## config.mk

```make
export PLATFORM = sky130hd
export DESIGN_NAME = event_stat_accum_flat
export DESIGN_NICKNAME = d
export VERILOG_FILES = /design/src/rtl/event_stat_accum_if.sv /design/src/rtl/event_stat_accum.sv /design/src/flat_wrapper.sv
export SDC_FILE = /design/constraint.sdc
export NUM_CORES = 1
export LEC_CHECK = 0
export CORE_UTILIZATION = 50
export DETAILED_ROUTE_END_ITERATION = 6
export GPL_TIMING_DRIVEN = 0
export PLACE_DENSITY = 0.72
export RECOVER_POWER = 25
export SYNTH_ARGS = -nofsm -noshare
export SYNTH_HDL_FRONTEND = slang
export SYNTH_SLANG_ARGS = --single-unit
export TNS_END_PERCENT = 50
```

## constraint.sdc

```tcl
create_clock -name clk -period 3.05 [get_ports clk]
set_clock_uncertainty 0.05 [all_clocks]
set_input_delay 0.305 -clock clk [delete_from_list [all_inputs] [get_ports clk]]
set_output_delay 0.305 -clock clk [all_outputs]
set_load 0.005 [all_outputs]
```

## src/rtl/event_stat_accum_if.sv

```systemverilog
// Event stream and snapshot handshake bundle for event_stat_accum.
// master: event producer / snapshot consumer; slave: the accumulator.
interface event_stat_accum_if #(
    parameter int unsigned NCH = 4,
    parameter int unsigned AW  = 16,
    parameter int unsigned CW  = 16
) ();
    localparam int unsigned CHW = (NCH > 1) ? $clog2(NCH) : 1;

    logic               ev_valid;
    logic               ev_ready;
    logic [CHW-1:0]     ev_chan;
    logic [AW-1:0]      ev_amp;

    logic               stat_valid;
    logic               stat_ready;
    logic [NCH*AW-1:0]  stat_peak;
    logic [NCH*CW-1:0]  stat_count;
    logic [NCH-1:0]     stat_sat;
    logic [7:0]         stat_seq;
    logic [7:0]         drop_cnt;

    modport master (
        output ev_valid, ev_chan, ev_amp, stat_ready,
        input  ev_ready, stat_valid, stat_peak, stat_count, stat_sat, stat_seq, drop_cnt
    );

    modport slave (
        input  ev_valid, ev_chan, ev_amp, stat_ready,
        output ev_ready, stat_valid, stat_peak, stat_count, stat_sat, stat_seq, drop_cnt
    );
endinterface

```

## src/rtl/event_stat_accum.sv

```systemverilog
// Windowed per-channel peak/count accumulator; emits one valid/ready snapshot per window.
module event_stat_accum #(
    parameter int unsigned NCH     = 4,
    parameter int unsigned AW      = 16,
    parameter int unsigned CW      = 16,
    parameter int unsigned WIN_LEN = 1000
) (
    input  logic              clk,
    input  logic              resetn,
    input  logic              enable,
    event_stat_accum_if.slave bus
);
    localparam int unsigned CHW = (NCH > 1) ? $clog2(NCH) : 1;
    localparam int unsigned WW  = $clog2(WIN_LEN);
    localparam logic [WW-1:0] WIN_LAST = WW'(WIN_LEN - 1);
    localparam logic [CW-1:0] CNT_MAX  = '1;

    typedef enum logic [0:0] {StIdle, StRun} state_e;

    state_e            state_q;
    logic [WW-1:0]     win_cnt_q;
    logic [AW-1:0]     peak_q  [NCH];
    logic [CW-1:0]     count_q [NCH];
    logic [NCH-1:0]    sat_q;

    logic [AW-1:0]     peak_nx  [NCH];
    logic [CW-1:0]     count_nx [NCH];
    logic [NCH-1:0]    sat_nx;
    logic [NCH*AW-1:0] snap_peak;
    logic [NCH*CW-1:0] snap_count;

    logic              stat_valid_q;
    logic [NCH*AW-1:0] stat_peak_q;
    logic [NCH*CW-1:0] stat_count_q;
    logic [NCH-1:0]    stat_sat_q;
    logic [7:0]        stat_seq_q;
    logic [7:0]        seq_next_q;
    logic [7:0]        drop_q;

    logic accept;
    logic win_end;

    assign accept  = bus.ev_valid && (state_q == StRun);
    assign win_end = (state_q == StRun) && (win_cnt_q == WIN_LAST);

    // Working set with this cycle's event merged in; feeds both the update and the snapshot.
    always_comb begin
        sat_nx     = sat_q;
        snap_peak  = '0;
        snap_count = '0;
        for (int unsigned c = 0; c < NCH; c++) begin
            peak_nx[c]  = peak_q[c];
            count_nx[c] = count_q[c];
            if (accept && (bus.ev_chan == CHW'(c))) begin
                if (bus.ev_amp > peak_q[c]) begin
                    peak_nx[c] = bus.ev_amp;
                end
                if (count_q[c] == CNT_MAX) begin
                    sat_nx[c] = 1'b1;
                end else begin
                    count_nx[c] = count_q[c] + CW'(1);
                end
            end
            snap_peak[c*AW +: AW]  = peak_nx[c];
            snap_count[c*CW +: CW] = count_nx[c];
        end
    end

    always_ff @(posedge clk or negedge resetn) begin
        if (!resetn) begin
            state_q      <= StIdle;
            win_cnt_q    <= '0;
            sat_q        <= '0;
            for (int unsigned c = 0; c < NCH; c++) begin
                peak_q[c]  <= '0;
                count_q[c] <= '0;
            end
            stat_valid_q <= 1'b0;
            stat_peak_q  <= '0;
            stat_count_q <= '0;
            stat_sat_q   <= '0;
            stat_seq_q   <= '0;
            seq_next_q   <= '0;
            drop_q       <= '0;
        end else begin
            unique case (state_q)
                StIdle: begin
                    win_cnt_q <= '0;
                    if (enable) begin
                        state_q <= StRun;
                    end
                end
                StRun: begin
                    if (win_end) begin
                        win_cnt_q <= '0;
                        sat_q     <= '0;
                        for (int unsigned c = 0; c < NCH; c++) begin
                            peak_q[c]  <= '0;
                            count_q[c] <= '0;
                        end
                        if (!enable) begin
                            state_q <= StIdle;
                        end
                    end else begin
                        win_cnt_q <= win_cnt_q + WW'(1);
                        sat_q     <= sat_nx;
                        for (int unsigned c = 0; c < NCH; c++) begin
                            peak_q[c]  <= peak_nx[c];
                            count_q[c] <= count_nx[c];
                        end
                    end
                end
                default: state_q <= StIdle;
            endcase

            // A blocked snapshot is dropped but still consumes a sequence number.
            if (win_end) begin
                seq_next_q <= seq_next_q + 8'd1;
                if (!stat_valid_q || bus.stat_ready) begin
                    stat_valid_q <= 1'b1;
                    stat_peak_q  <= snap_peak;
                    stat_count_q <= snap_count;
                    stat_sat_q   <= sat_nx;
                    stat_seq_q   <= seq_next_q;
                end else if (drop_q != 8'hFF) begin
                    drop_q <= drop_q + 8'd1;
                end
            end else if (stat_valid_q && bus.stat_ready) begin
                stat_valid_q <= 1'b0;
            end
        end
    end

    assign bus.ev_ready   = (state_q == StRun);
    assign bus.stat_valid = stat_valid_q;
    assign bus.stat_peak  = stat_peak_q;
    assign bus.stat_count = stat_count_q;
    assign bus.stat_sat   = stat_sat_q;
    assign bus.stat_seq   = stat_seq_q;
    assign bus.drop_cnt   = drop_q;
endmodule

```

## src/flat_wrapper.sv

```systemverilog
// flat-port wrapper written by rule: the top's interface ports become plain ports
module event_stat_accum_flat 
#(
    parameter int unsigned NCH     = 4,
    parameter int unsigned AW      = 16,
    parameter int unsigned CW      = 16,
    parameter int unsigned WIN_LEN = 1000
)
  (clk, resetn, enable, bus_ev_valid, bus_ev_chan, bus_ev_amp, bus_stat_ready, bus_ev_ready, bus_stat_valid, bus_stat_peak, bus_stat_count, bus_stat_sat, bus_stat_seq, bus_drop_cnt);
  event_stat_accum_if #(.NCH(NCH), .AW(AW), .CW(CW)) bus_i ();
  input  logic clk;
  input  logic resetn;
  input  logic enable;
  input wire logic [$bits(bus_i.ev_valid)-1:0] bus_ev_valid;
  input wire logic [$bits(bus_i.ev_chan)-1:0] bus_ev_chan;
  input wire logic [$bits(bus_i.ev_amp)-1:0] bus_ev_amp;
  input wire logic [$bits(bus_i.stat_ready)-1:0] bus_stat_ready;
  output wire logic [$bits(bus_i.ev_ready)-1:0] bus_ev_ready;
  output wire logic [$bits(bus_i.stat_valid)-1:0] bus_stat_valid;
  output wire logic [$bits(bus_i.stat_peak)-1:0] bus_stat_peak;
  output wire logic [$bits(bus_i.stat_count)-1:0] bus_stat_count;
  output wire logic [$bits(bus_i.stat_sat)-1:0] bus_stat_sat;
  output wire logic [$bits(bus_i.stat_seq)-1:0] bus_stat_seq;
  output wire logic [$bits(bus_i.drop_cnt)-1:0] bus_drop_cnt;
  assign bus_i.ev_valid = bus_ev_valid;
  assign bus_i.ev_chan = bus_ev_chan;
  assign bus_i.ev_amp = bus_ev_amp;
  assign bus_i.stat_ready = bus_stat_ready;
  assign bus_ev_ready = bus_i.ev_ready;
  assign bus_stat_valid = bus_i.stat_valid;
  assign bus_stat_peak = bus_i.stat_peak;
  assign bus_stat_count = bus_i.stat_count;
  assign bus_stat_sat = bus_i.stat_sat;
  assign bus_stat_seq = bus_i.stat_seq;
  assign bus_drop_cnt = bus_i.drop_cnt;
  event_stat_accum #(.NCH(NCH), .AW(AW), .CW(CW), .WIN_LEN(WIN_LEN)) u_core (.clk(clk), .resetn(resetn), .enable(enable), .bus(bus_i));
endmodule
```

==> out/qor.yml, run 1 <==
yosys:
  synth_largest_area_cell: "dfrtp_1"
  synth_area_leaders: "dfrtp_1 49%, ha_1 5.9%, o21ai_0 5.8%"
  syn_area_um2: 15170
  synth_top_cells_by_count: "300 x dfrtp_1, 231 x nand2_1, 177 x o21ai_0"
  ys_ff_latch: 300
  synth_cell_type_count: 65
  yosysSeqAreaShare_pct: 49.50
  syn_inst: 1583
  synth_enable_flop_cells: 0
  synth.yosys.warnings: 0
  syn_nets: 1677
  synthFlopType: "dfrtp_1"
  synth.most_common_cell: "dfrtp_1"
  syn-mean-instance-area_um2: 9.581
  async_flop_share_pct: 100.0
  synth_top_area_share_pct: 49.50
final_layout:
  fin_util_pct: 62.76
  layout.nets: 1887
  layout-drive-gt1-share_pct: 6.119
  final_cell_area_um2: 18650
  fillerInstances: 2549
  area_delta_synth_final_pct: 22.96
  final_cell_count_no_fill: 2204
  diodes: 0
route:
  wirelength_um: 42850
  ant_nets: 0
  vias: 13016
  drt_iter0_drc: 1080
  wl_per_cell_um: 19.44
  remaining_drc_errors: 0
  drt-vias-per-instance: 5.906
  first_pass_iters: 6
clock_tree:
  htree_levels: 2
  cts_tree: "yes"
  post_cts_buffers: 0
  cts_root_buf: "clkbuf_16"
  cts_buffers: 34
  clock_latency_ns: 0.52
  max-clock-path-buffers: 3
  clkSinkCount: 300
  clk_pin_slew_ns: 0.06
place:
  place_ws_ns: -0.4758
  dp.cells: 2147
  dp_hpwl_um: 30770
  place_area_um2: 17440
  gp_congestion: 0.9140
  io_buffers: 172
run_status:
  violations: "max-capacitance violations, max-slew violations"
  outcome: "finished with violations"
min_path:
  hold_path_class: "input port to register"
sta:
  fin_ws_ns: 0.05923
  hold_violations: 0
  maxSlewHeadroom_pct: -40.97
  whs_ns: 0.3465
  setup_viol: 0
  drv_slew: 78
  post-route-period-util_pct: 98.06
  finalSetupTns_ns: 0
  rsz0062_at_grt: "no"
  tightest_slew_ns: 2.114
  fin_crit_ns: 2.991
  fmax_mhz: 334.4
global_routing:
  track_usage_pct: 28.02
  grt_pass1_wl_um: 68100
  gr-total-overflow: 0
  antenna_found_initial: 0
  grt_max_degree: 123
  grt_pass1_vias: 12614
power:
  power.sequential.fraction_pct: 42.2
  p_sw_mw: 3.505
  sw_frac_of_total_pct: 29.90
  peakVddDrop_uv: 531.5
  finalPower_mw: 11.72
  pwr_density_cell_nw_per_um2: 628.5
  pwr-share-clk_pct: 37.2
  p_comb_share_pct: 20.6
  leakage_nw: 8.332
  power.internal_mw: 8.216
worst_setup_path:
  crit_path_end_kind: "register"
  critPathMaxStageDelay_ns: 0.80
  crit_required_ns: 3.42
  path_class: "register to register"
  path_max_fanout: 10
  cp.arrival_ns: 3.36
  cp_slowest_cell: "clkbuf_1"
  critPathLaunchType: "register"
  cp_cell_sequence: "buf_2 > clkbuf_1 > clkbuf_2 > nand2_1 > o22ai_1"
die:
  start_util_pct: 51.04
  num_rows: 63
  die_area_um2: 31030
  die_h_um: 176.2
  die_w_um: 176.2
  coreArea_um2: 29720
  ioPinCount: 173
job:
  maxCapViolations: 1
## power groups by stage
stage	Combinational (mW)	Sequential (mW)	Clock [mW]
floorplan	1.74	4.85	0
detailed placement	2.39	4.99	0
global route	2.75	5.01	4.57
finish	2.42	4.95	4.35
CTS	2.42	4.93	4.40
global placement	2.27	4.98	0
## logic make-up after synthesis
logic type                 after synthesis  synth area share (%)
xor gates and xnor gates                70                 4.042
adders and majority gates               71                 5.857
and+or+nand+nor                        505                 15.60
DFF                                    300                 49.50
buffers and inverters                  158                 4.430
muxes                                   54                 3.580
AOI/OAI and AO/OA                      425                 16.99
## path summary, 6_finish.rpt
| path | depth (start not counted) | endpoint | startpoint | slack, ns |
|---|---|---|---|---|
| max | 5 | u_core.peak_q[58]$_DFFE_PN0P_ | u_core.bus.ev_ready$_DFF_PN0_ | 0.06 |
| min | 3 | u_core.bus.stat_peak[59]$_DFFE_PN0P_ | bus_ev_amp[11] | 0.35 |
| max reg2reg | 5 | u_core.peak_q[58]$_DFFE_PN0P_ | u_core.bus.ev_ready$_DFF_PN0_ | 0.06 |
| min reg2reg | 2 | u_core.bus.stat_seq[2]$_DFFE_PN0P_ | u_core.bus.stat_seq[2]$_DFFE_PN0P_ | 0.42 |
| max in group asynchronous | 3 | u_core.peak_q[25]$_DFFE_PN0P_ | resetn | 0.51 |
| min in group asynchronous | 2 | u_core.bus.stat_count[16]$_DFFE_PN0P_ | resetn | 0.85 |
## final cells by class
class                   count  area [um2]  share of cell area [%]
inverters                  76       285.3                   1.530
clock buffers              44       979.7                   5.253
flip-flops and latches    300        7507                   40.26
well taps                 390       488.0                   2.617
repair buffers            175        1797                   9.634
clock inverters            13       200.2                   1.073
plain buffers              81       387.9                   2.080
multi-input cells        1125        7004                   37.56
## repair_timing
action | 4_1_cts | 5_1_grt
resized for setup | 2 | 17
hold buffers | 1 | 0
hold endpoints to repair | 77 | 0
setup endpoints to repair | 105 | 69
## worst max-delay path: cells and delay by family, from the launching register on
kind | cells | cell delay, ns
AOI/OAI and AO/OA | 1 | 0.26
buffers and inverters | 3 | 1.73
DFF | 1 | 0.58
and+or+nand+nor | 1 | 0.25
## per-layer routing
metal / routed length, um / track usage [%]
met2: 20570 / 46.51
met3: 2615 / 3.898
met5: 0 / 0
met1: 18050 / 36.68
met4: 1620 / 12.03
## sequential cells by signal (all words and copies together) (netlist names)
| name | count |
|---|---|
| u_core.seq_next_q | 8 |
| u_core.peak_q | 64 |
| u_core.bus.stat_sat | 4 |
| u_core.bus.stat_valid | 1 |
| u_core.bus.stat_seq | 8 |
| u_core.win_cnt_q | 10 |
| u_core.count_q | 64 |
| u_core.bus.stat_peak | 64 |
| u_core.sat_q | 4 |
| u_core.bus.ev_ready | 1 |
| u_core.bus.stat_count | 64 |
| u_core.bus.drop_cnt | 8 |
## placed cells by master, fill, tap and decap left out, types with 4 or more instances in the layout
cell,n
dlymetal6s2s_1,9
clkbuf_16,35
o31ai_1,22
clkbuf_2,5
ha_1,71
clkbuf_1,47
and4_1,10
nor3_1,17
o21a_1,8
o21ai_1,12
bufinv_16,5
nand3_1,48
nand2_1,231
buf_2,21
and3_1,25
nor2_1,88
and2_1,7
a21o_1,7
o21ai_0,176
clkbuf_8,7
nor2b_1,4
a31oi_1,27
a21oi_1,85
nand4_1,37
nor4_1,7
clkdlybuf4s50_1,162
nand2b_1,4
xor2_1,27
mux2i_1,52
inv_1,76
buf_4,6
or3_1,8
xnor2_1,43
dfrtp_1,300
clkinv_2,6
o22ai_1,18
o2bb2ai_1,37
buf_6,4
a41oi_1,5
Power figures use the tool's default switching activity.
==> run 2: changes to the inputs <==
--- a/config.mk
+++ b/config.mk
@@ -8,6 +8,7 @@
 export CORE_UTILIZATION = 50
 export DETAILED_ROUTE_END_ITERATION = 6
 export GPL_TIMING_DRIVEN = 0
+export HOLD_SLACK_MARGIN = 0.12
 export PLACE_DENSITY = 0.72
 export RECOVER_POWER = 25
 export SYNTH_ARGS = -nofsm -noshare
==> results of run 2 <==
Final layout, timing and power as in run 1 (identical DEF).
==> run 3: changes to the inputs <==
--- a/config.mk
+++ b/config.mk
@@ -5,6 +5,7 @@
 export SDC_FILE = /design/constraint.sdc
 export NUM_CORES = 1
 export LEC_CHECK = 0
+export CORE_ASPECT_RATIO = 0.5
 export CORE_UTILIZATION = 50
 export DETAILED_ROUTE_END_ITERATION = 6
 export GPL_TIMING_DRIVEN = 0
==> out/qor.yml, run 3 (synthesis gave the netlist of run 1 again) <==
power:
  p_comb_share_pct: 21.4  # +0.8 points
  peakVddDrop_uv: 483.8  # -9.0%
  power.internal_mw: 7.990  # -2.8%
  pwr_density_cell_nw_per_um2: 617.2  # -1.8%
  p_sw_mw: 3.452  # -1.5%
  power.sequential.fraction_pct: 43.3  # +1.1 points
  pwr-share-clk_pct: 35.4  # -1.8 points
  leakage_nw: 8.231  # -1.2%
  sw_frac_of_total_pct: 30.17  # +0.27 points
global_routing:
  grt_max_degree: 123  # unchanged
  gr-total-overflow: 0  # unchanged
  antenna_found_initial: 0  # unchanged
  track_usage_pct: 27.34  # -0.68 points
  grt_pass1_vias: 12701  # +0.69%
  grt_pass1_wl_um: 67910  # -0.27%
clock_tree:
  cts_root_buf: "clkbuf_16"
  clkSinkCount: 300  # unchanged
  max-clock-path-buffers: 3  # unchanged
  clk_pin_slew_ns: 0.07  # about the same
  cts_tree: "yes"
  post_cts_buffers: 0  # unchanged
  htree_levels: 1  # -1
  clock_latency_ns: 0.56  # +0.04 ns
  cts_buffers: 28  # -18%
die:
  ioPinCount: 173  # unchanged
  coreArea_um2: 29400  # -1.1%
  die_w_um: 248.3  # +41%
  num_rows: 44  # -30%
  start_util_pct: 51.59  # +0.55 points
  die_area_um2: 31080  # +0.14%
  die_h_um: 125.2  # -29%
worst_setup_path:
  cp.arrival_ns: 3.38  # +0.02 ns
  critPathLaunchType: "register"
  crit_path_end_kind: "register"
  path_max_fanout: 10  # unchanged
  crit_required_ns: 3.46  # +0.04 ns
  path_class: "register to register"
sta:
  rsz0062_at_grt: "no"
  setup_viol: 0  # unchanged
  tightest_slew_ns: 1.580  # -0.5345 ns
  fmax_mhz: 337.2  # +0.85%
  finalSetupTns_ns: 0  # unchanged
  maxSlewHeadroom_pct: -5.334  # +36 points
  hold_violations: 0  # unchanged
  post-route-period-util_pct: 97.23  # -0.82 points
  drv_slew: 60  # -23%
  whs_ns: 0.2534  # -0.09307 ns
  fin_crit_ns: 2.966  # -0.02514 ns
route:
  remaining_drc_errors: 0  # unchanged
  vias: 12968  # -0.37%
  drt_iter0_drc: 1265  # +17%
  wl_per_cell_um: 19.23  # -1.1%
  drt-vias-per-instance: 5.892  # -0.23%
  ant_nets: 0  # unchanged
  first_pass_iters: 6  # unchanged
  wirelength_um: 42320  # -1.2%
place:
  place_area_um2: 17440  # about the same
  dp_hpwl_um: 30490  # -0.90%
  gp_congestion: 0.8877  # -2.9%
  io_buffers: 172  # unchanged
final_layout:
  final_cell_mix: "300 x dfrtp_1, 231 x nand2_1, 176 x o21ai_0"
  final_cell_area_um2: 18540  # -0.60%
  layout-drive-gt1-share_pct: 5.746  # -0.37 points
  diodes: 0  # unchanged
  final_common_cell: "dfrtp_1"
  layout.nets: 1882  # -0.26%
  area_delta_synth_final_pct: 22.22
  fillerInstances: 2455  # -3.7%
run_status:
  violations: "max-capacitance violations, max-slew violations"
  outcome: "finished with violations"
min_path:
  hold_path_class: "input port to register"
job:
  maxCapViolations: 1  # unchanged
-- run 3: cell types whose count changed in the layout (fill, tap and decap cells not counted), sizes merged --
| cell | previous run | this run |
|---|---|---|
| bufinv | 5 | 6 |
| clkbuf | 94 | 92 |
| clkinv | 6 | 4 |
| clkinvlp | 0 | 1 |
| dlygate4sd3 | 1 | 8 |
| dlymetal6s2s | 9 | 2 |
| inv | 78 | 76 |
-- run 3: power by group through the flow --
stage	logic (mW)	registers, mW	clock network [mW]
after floorplan	1.74	4.85	0
after global placement	2.26	4.98	0
after detailed placement	2.40	4.99	0
after CTS	2.44	4.93	4.09
after global routing	2.77	5.00	4.24
final	2.44	4.95	4.05
-- run 3: timing repair --
| item | 4_1_cts | 5_1_grt |
|---|---|---|
| hold endpoints to repair | 59 | 0 |
| resized for setup | 2 | 13 |
| hold buffers | 1 | 0 |
| endpoints found under the setup margin | 120 | 91 |
-- run 3: area by class of cell --
cell class                 count  area (um2)  area share (%)
buffer                        82       395.4           2.133
clock buffer                  41       860.8           4.644
clock inverter                11       207.7           1.120
inverter                      76       285.3           1.539
multi-input combinational   1125        7004           37.79
sequential                   300        7507           40.50
tap                          391       489.2           2.639
timing repair buffer         175        1787           9.639
-- run 3: critical path: stages (launching register included) --
cell and delay (ns):
dfrtp_1 0.41, ha_1 0.25, nor4bb_1 0.15, and3_1 0.19, buf_4 0.20, nor2_1 0.59, clkbuf_1 0.64, nand2_1 0.12
o21ai_0 0.25
-- run 3: worst paths after layout --
path	startpoint	to	slack (ns)	cells past startpoint
setup / recovery	u_core.win_cnt_q[0]$_DFF_PN0_	u_core.count_q[0]$_DFFE_PN0P_	0.08	8
hold / removal	enable	u_core.bus.ev_ready$_DFF_PN0_	0.25	2
setup reg to reg	u_core.win_cnt_q[0]$_DFF_PN0_	u_core.count_q[0]$_DFFE_PN0P_	0.08	8
hold reg to reg	u_core.bus.stat_seq[0]$_DFFE_PN0P_	u_core.bus.stat_seq[0]$_DFFE_PN0P_	0.42	2
max in group asynchronous	resetn	u_core.bus.stat_count[49]$_DFFE_PN0P_	0.45	4
min in group asynchronous	resetn	u_core.bus.stat_peak[25]$_DFFE_PN0P_	0.61	2
-- run 3: metal layers --
layer  part of all wire (%)  track usage (%)  wire (um)  vias up
met2                     49            45.29      20580      348
met1                     45            37.84      18940     6527
met5                      0                0          0        -
met4                    1.9            6.815        822        0
met3                    4.7            3.864       1980       59
li1                       -                -          -     6034
-- run 3: per-stage QoR --
stage          cells  power (mW)  setup slack (ns)  utilization, %
2_1_floorplan   1583       6.592            0.6660               -
3_3_place_gp    2146       7.237            -11.03           59.11
3_5_place_dp    2148       7.392           -0.4194           59.32
4_1_cts         2201       11.45           0.01572           63.01
5_1_grt         2201       12.02          0.005169           63.05
6_report        2201       11.44           0.08438           63.05
